`src/rtl/bit_diff_source.sv`:
```
// Purpose: LFSR word source on a valid/ready port, plus a golden bit-diff (2*popcount - WIDTH) per transferred word.
// Latency: first data_valid 1+gap cycles after start; expected_valid 2 cycles after each transfer; done 3 cycles after the last.
// Backpressure: data/data_valid held while ready=0; after a transfer, re-issue waits until ready is seen low.
module bit_diff_source #(
    parameter int                  WIDTH       = 32,
    parameter logic [WIDTH-1:0]    LFSR_SEED   = WIDTH'(32'hACE1_2345),
    parameter logic [WIDTH-1:0]    LFSR_TAPS   = WIDTH'(32'h8020_0003),
    parameter int                  COUNT_WIDTH = 32
) (
    input  logic                                   clk,
    input  logic                                   rst,
    input  logic                                   start,
    input  logic [COUNT_WIDTH-1:0]                 num_words,
    input  logic [7:0]                             gap,
    input  logic                                   ready,
    output logic [WIDTH-1:0]                       data,
    output logic                                   data_valid,
    output logic signed [$clog2(2*WIDTH+1)-1:0]    expected,
    output logic                                   expected_valid,
    output logic                                   busy,
    output logic                                   done,
    output logic [COUNT_WIDTH-1:0]                 issued_count
);

    localparam int EW = $clog2(2*WIDTH+1);
    localparam int NB = (WIDTH + 7) / 8;

    typedef enum logic [2:0] {
        IDLE     = 3'd0,
        GAP      = 3'd1,
        ISSUE    = 3'd2,
        WAIT_LOW = 3'd3,
        FINISH   = 3'd4
    } state_t;

    state_t                 state;
    state_t                 state_nxt;
    logic [COUNT_WIDTH-1:0] remaining_r;
    logic [7:0]             gap_r;
    logic [7:0]             gap_cnt;
    logic                   xfer;
    logic                   start_go;
    logic                   start_empty;
    logic                   p1_vld;
    logic [3:0]             part_r [NB];
    logic [NB*8-1:0]        data_pad;
    logic [EW-1:0]          pop_sum;
    logic [EW-1:0]          diff_c;

    function automatic logic [WIDTH-1:0] lfsr_step(input logic [WIDTH-1:0] s);
        logic [WIDTH-1:0] n;
        n = s >> 1;
        if (s[0]) begin
            n = n ^ LFSR_TAPS;
        end
        return n;
    endfunction

    function automatic logic [3:0] pop8(input logic [7:0] b);
        logic [3:0] c;
        c = '0;
        for (int k = 0; k < 8; k++) begin
            c = c + {3'b000, b[k]};
        end
        return c;
    endfunction

    assign xfer        = data_valid && ready;
    assign start_go    = (state == IDLE) && start && (num_words != '0);
    assign start_empty = (state == IDLE) && start && (num_words == '0);

    // State register
    always_ff @(posedge clk or posedge rst) begin
        if (rst) begin
            state <= IDLE;
        end else begin
            state <= state_nxt;
        end
    end

    // Next-state logic; WAIT_LOW blocks re-issue until the sink drops ready
    always_comb begin
        state_nxt = state;
        case (state)
            IDLE: begin
                if (start_go) begin
                    state_nxt = (gap != 8'd0) ? GAP : ISSUE;
                end
            end
            GAP: begin
                if (gap_cnt <= 8'd1) begin
                    state_nxt = ISSUE;
                end
            end
            ISSUE: begin
                if (xfer) begin
                    state_nxt = (remaining_r == COUNT_WIDTH'(1)) ? FINISH : WAIT_LOW;
                end
            end
            WAIT_LOW: begin
                if (!ready) begin
                    state_nxt = (gap_r != 8'd0) ? GAP : ISSUE;
                end
            end
            FINISH: begin
                // Earlier transfers have already drained; the strobe seen here is the last word's
                if (expected_valid) begin
                    state_nxt = IDLE;
                end
            end
            default: state_nxt = IDLE;
        endcase
    end

    // Output decode
    always_comb begin
        busy = (state != IDLE);
    end

    // Gap counter: loaded on every non-GAP cycle so it is primed on entry, counts down inside GAP
    always_ff @(posedge clk or posedge rst) begin
        if (rst) begin
            gap_cnt <= 8'd0;
        end else if (state != GAP) begin
            gap_cnt <= (state == IDLE) ? gap : gap_r;
        end else begin
            gap_cnt <= gap_cnt - 8'd1;
        end
    end

    // Run bookkeeping: latched run parameters, transfer count and the done pulse
    always_ff @(posedge clk or posedge rst) begin
        if (rst) begin
            remaining_r  <= '0;
            gap_r        <= 8'd0;
            issued_count <= '0;
            done         <= 1'b0;
        end else begin
            if (start_go) begin
                remaining_r  <= num_words;
                gap_r        <= gap;
                issued_count <= '0;
            end else if (xfer) begin
                remaining_r  <= remaining_r - COUNT_WIDTH'(1);
                issued_count <= issued_count + COUNT_WIDTH'(1);
            end
            done <= start_empty || ((state == FINISH) && expected_valid);
        end
    end

    // Handshake side: valid tracks ISSUE, LFSR word advances only on a transfer
    always_ff @(posedge clk or posedge rst) begin
        if (rst) begin
            data_valid <= 1'b0;
            data       <= LFSR_SEED;
        end else begin
            data_valid <= (state_nxt == ISSUE);
            if (xfer) begin
                data <= lfsr_step(data);
            end
        end
    end

    // Zero-pad the word to whole bytes for the partial popcounts
    always_comb begin
        data_pad = '0;
        data_pad[WIDTH-1:0] = data;
    end

    // Golden stage 1: per-byte popcounts of the transferred word
    always_ff @(posedge clk or posedge rst) begin
        if (rst) begin
            p1_vld <= 1'b0;
            for (int i = 0; i < NB; i++) begin
                part_r[i] <= 4'd0;
            end
        end else begin
            p1_vld <= xfer;
            if (xfer) begin
                for (int i = 0; i < NB; i++) begin
                    part_r[i] <= pop8(data_pad[i*8 +: 8]);
                end
            end
        end
    end

    // Sum the partials and form 2*popcount - WIDTH in two's complement
    always_comb begin
        pop_sum = '0;
        for (int i = 0; i < NB; i++) begin
            pop_sum = pop_sum + EW'(part_r[i]);
        end
        diff_c = {pop_sum[EW-2:0], 1'b0} - EW'(WIDTH);
    end

    // Golden stage 2: registered bit-diff with its one-cycle strobe
    always_ff @(posedge clk or posedge rst) begin
        if (rst) begin
            expected_valid <= 1'b0;
            expected       <= '0;
        end else begin
            expected_valid <= p1_vld;
            if (p1_vld) begin
                expected <= $signed(diff_c);
            end
        end
    end

endmodule
```
`config.mk`:
```
export PLATFORM = sky130hd
export DESIGN_NAME = bit_diff_source
export DESIGN_NICKNAME = d
export VERILOG_FILES = /design/src/rtl/bit_diff_source.sv
export SDC_FILE = /design/constraint.sdc
export NUM_CORES = 1
export LEC_CHECK = 0
export ABC_CLOCK_PERIOD_IN_PS = 11100
export CAP_MARGIN = 0
export CORE_ASPECT_RATIO = 0.8
export CORE_MARGIN = 3
export CORE_UTILIZATION = 50
export CTS_CLUSTER_SIZE = 8
export DETAILED_ROUTE_END_ITERATION = 10
export PLACE_DENSITY_LB_ADDON = 0.12
export SYNTH_ARGS = -nofsm -noshare
export SYNTH_HDL_FRONTEND = slang
export SYNTH_SLANG_ARGS = --single-unit
```
`constraint.sdc`:
```
create_clock -name clk -period 11.1 [get_ports clk]
set_clock_uncertainty 0.1 [all_clocks]
set_input_delay 2.22 -clock clk [delete_from_list [all_inputs] [get_ports clk]]
set_output_delay 2.22 -clock clk [all_outputs]
set_load 0.01 [all_outputs]
```
Word level (Yosys, flattened, before mapping)
Cells that the tools add are included.
Cells by class
  add/subtract/negate cells: 35
  order comparisons: 1
  equality and inequality tests: 7
  muxes and demuxes: 16
  bitwise logic cells: 1
  reduce and logical (&&, ||, !) cells: 13
Operators with widths (number)
  2-to-1 mux 32 bit: 5
  adder 4 x 1 -> 4 bit: 16
  adder 32 x 1 -> 32 bit, second input constant: 1
  == test 32 x 1 -> 1 bit, second input constant: 1
  zero test 32 bit: 1
  nonzero test 32 bit: 1
  subtractor 32 x 1 -> 32 bit, second input constant: 1
  2-to-1 mux 3 bit: 6
  adder 3 x 1 -> 4 bit: 4
  2-to-1 mux 8 bit: 2
  nonzero test 8 bit: 2
  one-hot mux 3 bit (5 select lines): 1
  adder 2 x 1 -> 3 bit: 4
  == test 3 x 2 -> 1 bit, second input constant: 3
  adder 1 x 1 -> 2 bit: 4
  <= comparator 8 x 1 -> 1 bit, second input constant: 1
  subtractor 8 x 1 -> 8 bit, second input constant: 1
  subtractor 7 x 6 -> 7 bit, second input constant: 1
  adder 5 x 4 -> 6 bit: 1
  adder 6 x 4 -> 6 bit: 1
  adder 4 x 4 -> 5 bit: 1
  logical AND 1 bit: 5
  2-to-1 mux 2 bit: 2
  inverter 3 -> 4 bit: 1
  other kinds (7): 7
Word-level totals
  register bits: 142
  output and inout port bits: 75
  logic and storage cells: 88

Longest topological paths before layout
  word-level depth: 7
  depth in mapped cells: 11

Least setup slack after synthesis
Ideal clock, no wire load.
  kind: in2reg
  start point: input port num_words[27]
  end point: register remaining_r[0]
  setup time: 77 ps
  arrival time: 3712 ps
  required time: 10923 ps
  setup slack: 7211 ps
  stages: 7
  path buffers: 2
  path through: nor4_1 > nand4_1 > o211ai_1 > clkbuf_1 > clkbuf_1 > nor2_1 > a21oi_1
Between the ends
  cells in the longest elaborated chain, start to end: 3
  elaborated cells between the ends (all ways): 4
  those cells by class: mux: 1; reduce/logical: 3
Ends and longest elaborated chain
  start: declaration: line 13  | input logic [COUNT_WIDTH-1:0] num_words,
  nonzero test 32 bit (*): line 69  | assign start_go = (state == IDLE) && start && (num_words != '0);
  logical AND 1 bit (*): line 69
  2-to-1 mux 32 bit / nonzero test 2 bit (equally long branches)
  end signal: assignment: line 140  | remaining_r <= num_words;
  end signal: assignment: line 144  | remaining_r <= remaining_r - COUNT_WIDTH'(1);
  end: declaration: line 38  | logic [COUNT_WIDTH-1:0] remaining_r;
Every way passes the cells marked *; elsewhere a longest branch is shown, timed or not.
A chain may end at the register's enable or synchronous reset.

Final worst setup path
  start point: input port num_words[27]
  end point: register remaining_r[12]
The elaborated chain is that of the path after synthesis.

==> flow_summary.yaml <==
worst_setup_path:
  max_stage_delay_ns: 0.81
  path_cells: "clkdlybuf4s50_1, nor4_1, nand4_1, o211ai_1, buf_4, mux2_2"
  worstSetupStartpointType: "input port"
  slowest_stage: "o211ai_1"
  critPathKind: "in2reg"
  crit_buf_inv: 2
  crit_path_max_fanout: 67
  r2r_cells: 11
  critPathArrivalTime_ns: 5.31
  r2r_start: "data[0]$_DFFE_PP1P_"
  worstReg2RegEnd: "part_r[14]$_DFFE_PP0P_"
  critical_path.top_delay_family: "buffers and inverters"
  regToRegSetupSlack_ns: 7.87
  cp.required_ns: 11.30
  endpoint_kind: "flip-flop"
timing:
  fmax_mhz: 195.6
  finalHoldViolCount: 0
  setup_viol: 0
  maxSlewHeadroom: 0.2700
  worstMarginPinSlew_ns: 1.095
  drv_slew: 0
  rsz0062_at_grt: "false"
  fin_crit_ns: 5.112
  setup_tns_ns: 0
  min_period_over_period: 0.4606
yosys:
  avgSynthCellArea_um2: 9.526
  netlist_area_mm2: 0.007574
  yosysWarnings: 0
  ys.flop_type: "dfrtp_1"
  synthDistinctLibCells: 49
  synthArstFlopShare: 1.000
  synth_cells: 795
  synth_fp_nets: 886
  ys_ff_latch: 141
  ys_seq_area_frac: 0.4682
  synth_edf_count: 0
global_route:
  grtUsageTotal: 0.2311
  antenna_found_initial: 0
  grt_max_degree: 88
  grt-busiest-layer: "met2"
  met2_usage: 0.3429
  use_met1: 0.3324
  grt_pass1_vias: 6104
  overflow: 0
  grt_pass1_wl_um: 30430
  met3_usage: 0.06271
finish:
  mostFrequentLayoutCell: "dfrtp_1"
  multi_input_area_mm2: 0.003649
  fill_cells: 1159
  regArea_mm2: 0.003546
  antenna_cells: 0
  area_growth_pct: 25.99
  drive_gt1_frac: 0.07609
  layout.nets: 998
  mostFrequentLayoutCells: "dfrtp_1, clkdlybuf4s50_1, nand2_1, nor2_1, inv_1"
floorplan:
  core-area_mm2: 0.01454
  die_h_um: 116.1
  die_w_um: 143.6
  die-area_mm2: 0.01667
  std_cell_rows: 39
  start_util: 0.5208
  ios: 119
route:
  via_count: 6010
  wl_per_cell_um: 16.54
  drt_pre_antenna_iters: 5
  postRouteAntennaNets: 0
  routed_wl_um: 18270
  drt_iter0_drc: 434
  routed_via_density: 5.444
  drcViolationCount: 0
worst_hold_path:
  min_to: "data[8]$_DFFE_PP1P_"
  min_path_cells: 2
  hp-start: "data[9]$_DFFE_PP1P_"
  hold_path_class: "reg2reg"
power_and_ir_drop:
  power_leakage_nw: 4.103
  ir_drop_uv: 146.2
  finalPower_mw: 2.667
  p_per_area_mw_per_mm2: 279.5
cts:
  htree_levels: 4
  cts_setup_buffers: 0
  cts.sinks: 141
  cts_resized: 0
  cts_root_buf: "clkbuf_16"
  cts_hold_buf: 0
  clk_latency_ns: 0.42
  cts_tree: "built"
  cts_buffers: 17
  path_clk_slew_ns: 0.06
  cts_buffer_depth: 2
placed_design:
  portBuffers: 117
  place.gp.congestion: 0.8737
  dp_hpwl_um: 12630
run:
  max_cap_viol_count: 0
run_status:
  outcome: "completed"
-- final cells by class --
class / count / area share
Clock buffer: 19 / 0.04642
Clock inverter: 13 / 0.01993
Inverter: 72 / 0.02885
Timing Repair Buffer: 122 / 0.1267
Multi-Input combinational cell: 553 / 0.3824
Tap cell: 184 / 0.02413
Sequential cell: 141 / 0.3716
-- sequential cells by signal, indices dropped and copies added, names as in the netlist, 3 cells and up --
signal and cells:
gap_cnt 8, gap_r 8, remaining_r 32, issued_count 32
state 3, part_r 16, data 32, expected 6
-- layer usage --
metal	routed length, µm	vias up
met5	0	-
met4	297	0
met3	1144	23
met2	8034	172
met1	8789	2915
li1	-	2900
-- worst register-to-register path, cell delays in order (launching register included) --
cell	delay (ns)
dfstp_2	0.67
fa_1	0.44
inv_1	0.08
fa_1	0.42
fa_1	0.44
inv_1	0.07
ha_1	0.16
inv_1	0.06
fa_1	0.37
xnor2_1	0.14
nand2_1	0.06
o21ai_0	0.08
-- through the flow --
stage | std cells | setup slack [ns] | utilization | hold WS (ns) | instance area, µm²
finish | 1104 | 5.988 | 0.6562 | 0.3827 | 9542
global route | 1104 | 5.791 | 0.6562 | 0.4143 | 9542
CTS | 1104 | 6.028 | 0.6562 | 0.3854 | 9542
detailed placement | 1072 | 5.637 | 0.6126 | 0.3765 | 8909
global placement | 1072 | 5.867 | 0.6126 | 0.3675 | 8909
floorplan | 795 | 5.022 | - | 0.2519 | 7574
-- synthesized netlist by cell type (4+ instances only) --
master    number  area share
and3_1         4      0.0033
dfrtp_1      127        0.42
o21ai_0       39       0.026
inv_1         71       0.035
or4_1         11       0.011
nand2_1      105       0.052
nor3_1        16       0.011
o22ai_1        4      0.0033
nand4b_1       6      0.0069
a21oi_1       45       0.030
nand3_1       10      0.0066
clkbuf_1      20      0.0099
or3_1          8      0.0066
o31ai_1        4      0.0040
mux2_2        13       0.019
nand4_1       19       0.016
fa_1          24       0.063
nor2_1        90       0.045
dfstp_2       14       0.049
xnor2_1       41       0.047
ha_1          23       0.038
buf_1          7      0.0035
xor2_1        30       0.035
nor4_1        28       0.023
-- cell families after synthesis --
| logic type | Yosys count | synth area share |
|---|---|---|
| AO/OA/AOI/OAI | 107 | 0.07897 |
| buffers and inverters | 101 | 0.05072 |
| XOR/XNOR | 71 | 0.08211 |
| multiplexers | 16 | 0.02329 |
| flip-flops | 141 | 0.4682 |
| adder cells (fa/ha/maj) | 47 | 0.1014 |
| other | 1 | 0.0004951 |
| AND/OR/NAND/NOR | 311 | 0.1948 |
-- worst max-delay path by stage --
stage	startpoint	end	slack, ns	cells after the start
6_report	num_words[27]	remaining_r[12]$_DFFE_PP0P_	5.99	6
5_1_grt	num_words[27]	remaining_r[12]$_DFFE_PP0P_	5.79	6
4_1_cts	num_words[27]	gap_r[3]$_DFFE_PP0P_	6.03	6
3_5_place_dp	num_words[27]	gap_r[2]$_DFFE_PP0P_	5.64	6
3_3_place_gp	num_words[27]	remaining_r[12]$_DFFE_PP0P_	5.87	6
2_1_floorplan	rst	data[10]$_DFFE_PP0P_	5.02	1
-- report_power, final --
group	switching (mW)	internal [mW]	leakage [nW]
Combinational	0.607	0.569	2.09
Sequential	0.177	0.712	1.72
Clock	0.219	0.383	0.296
Total	1.00	1.66	4.10
(Power assumes the default switching activity.)
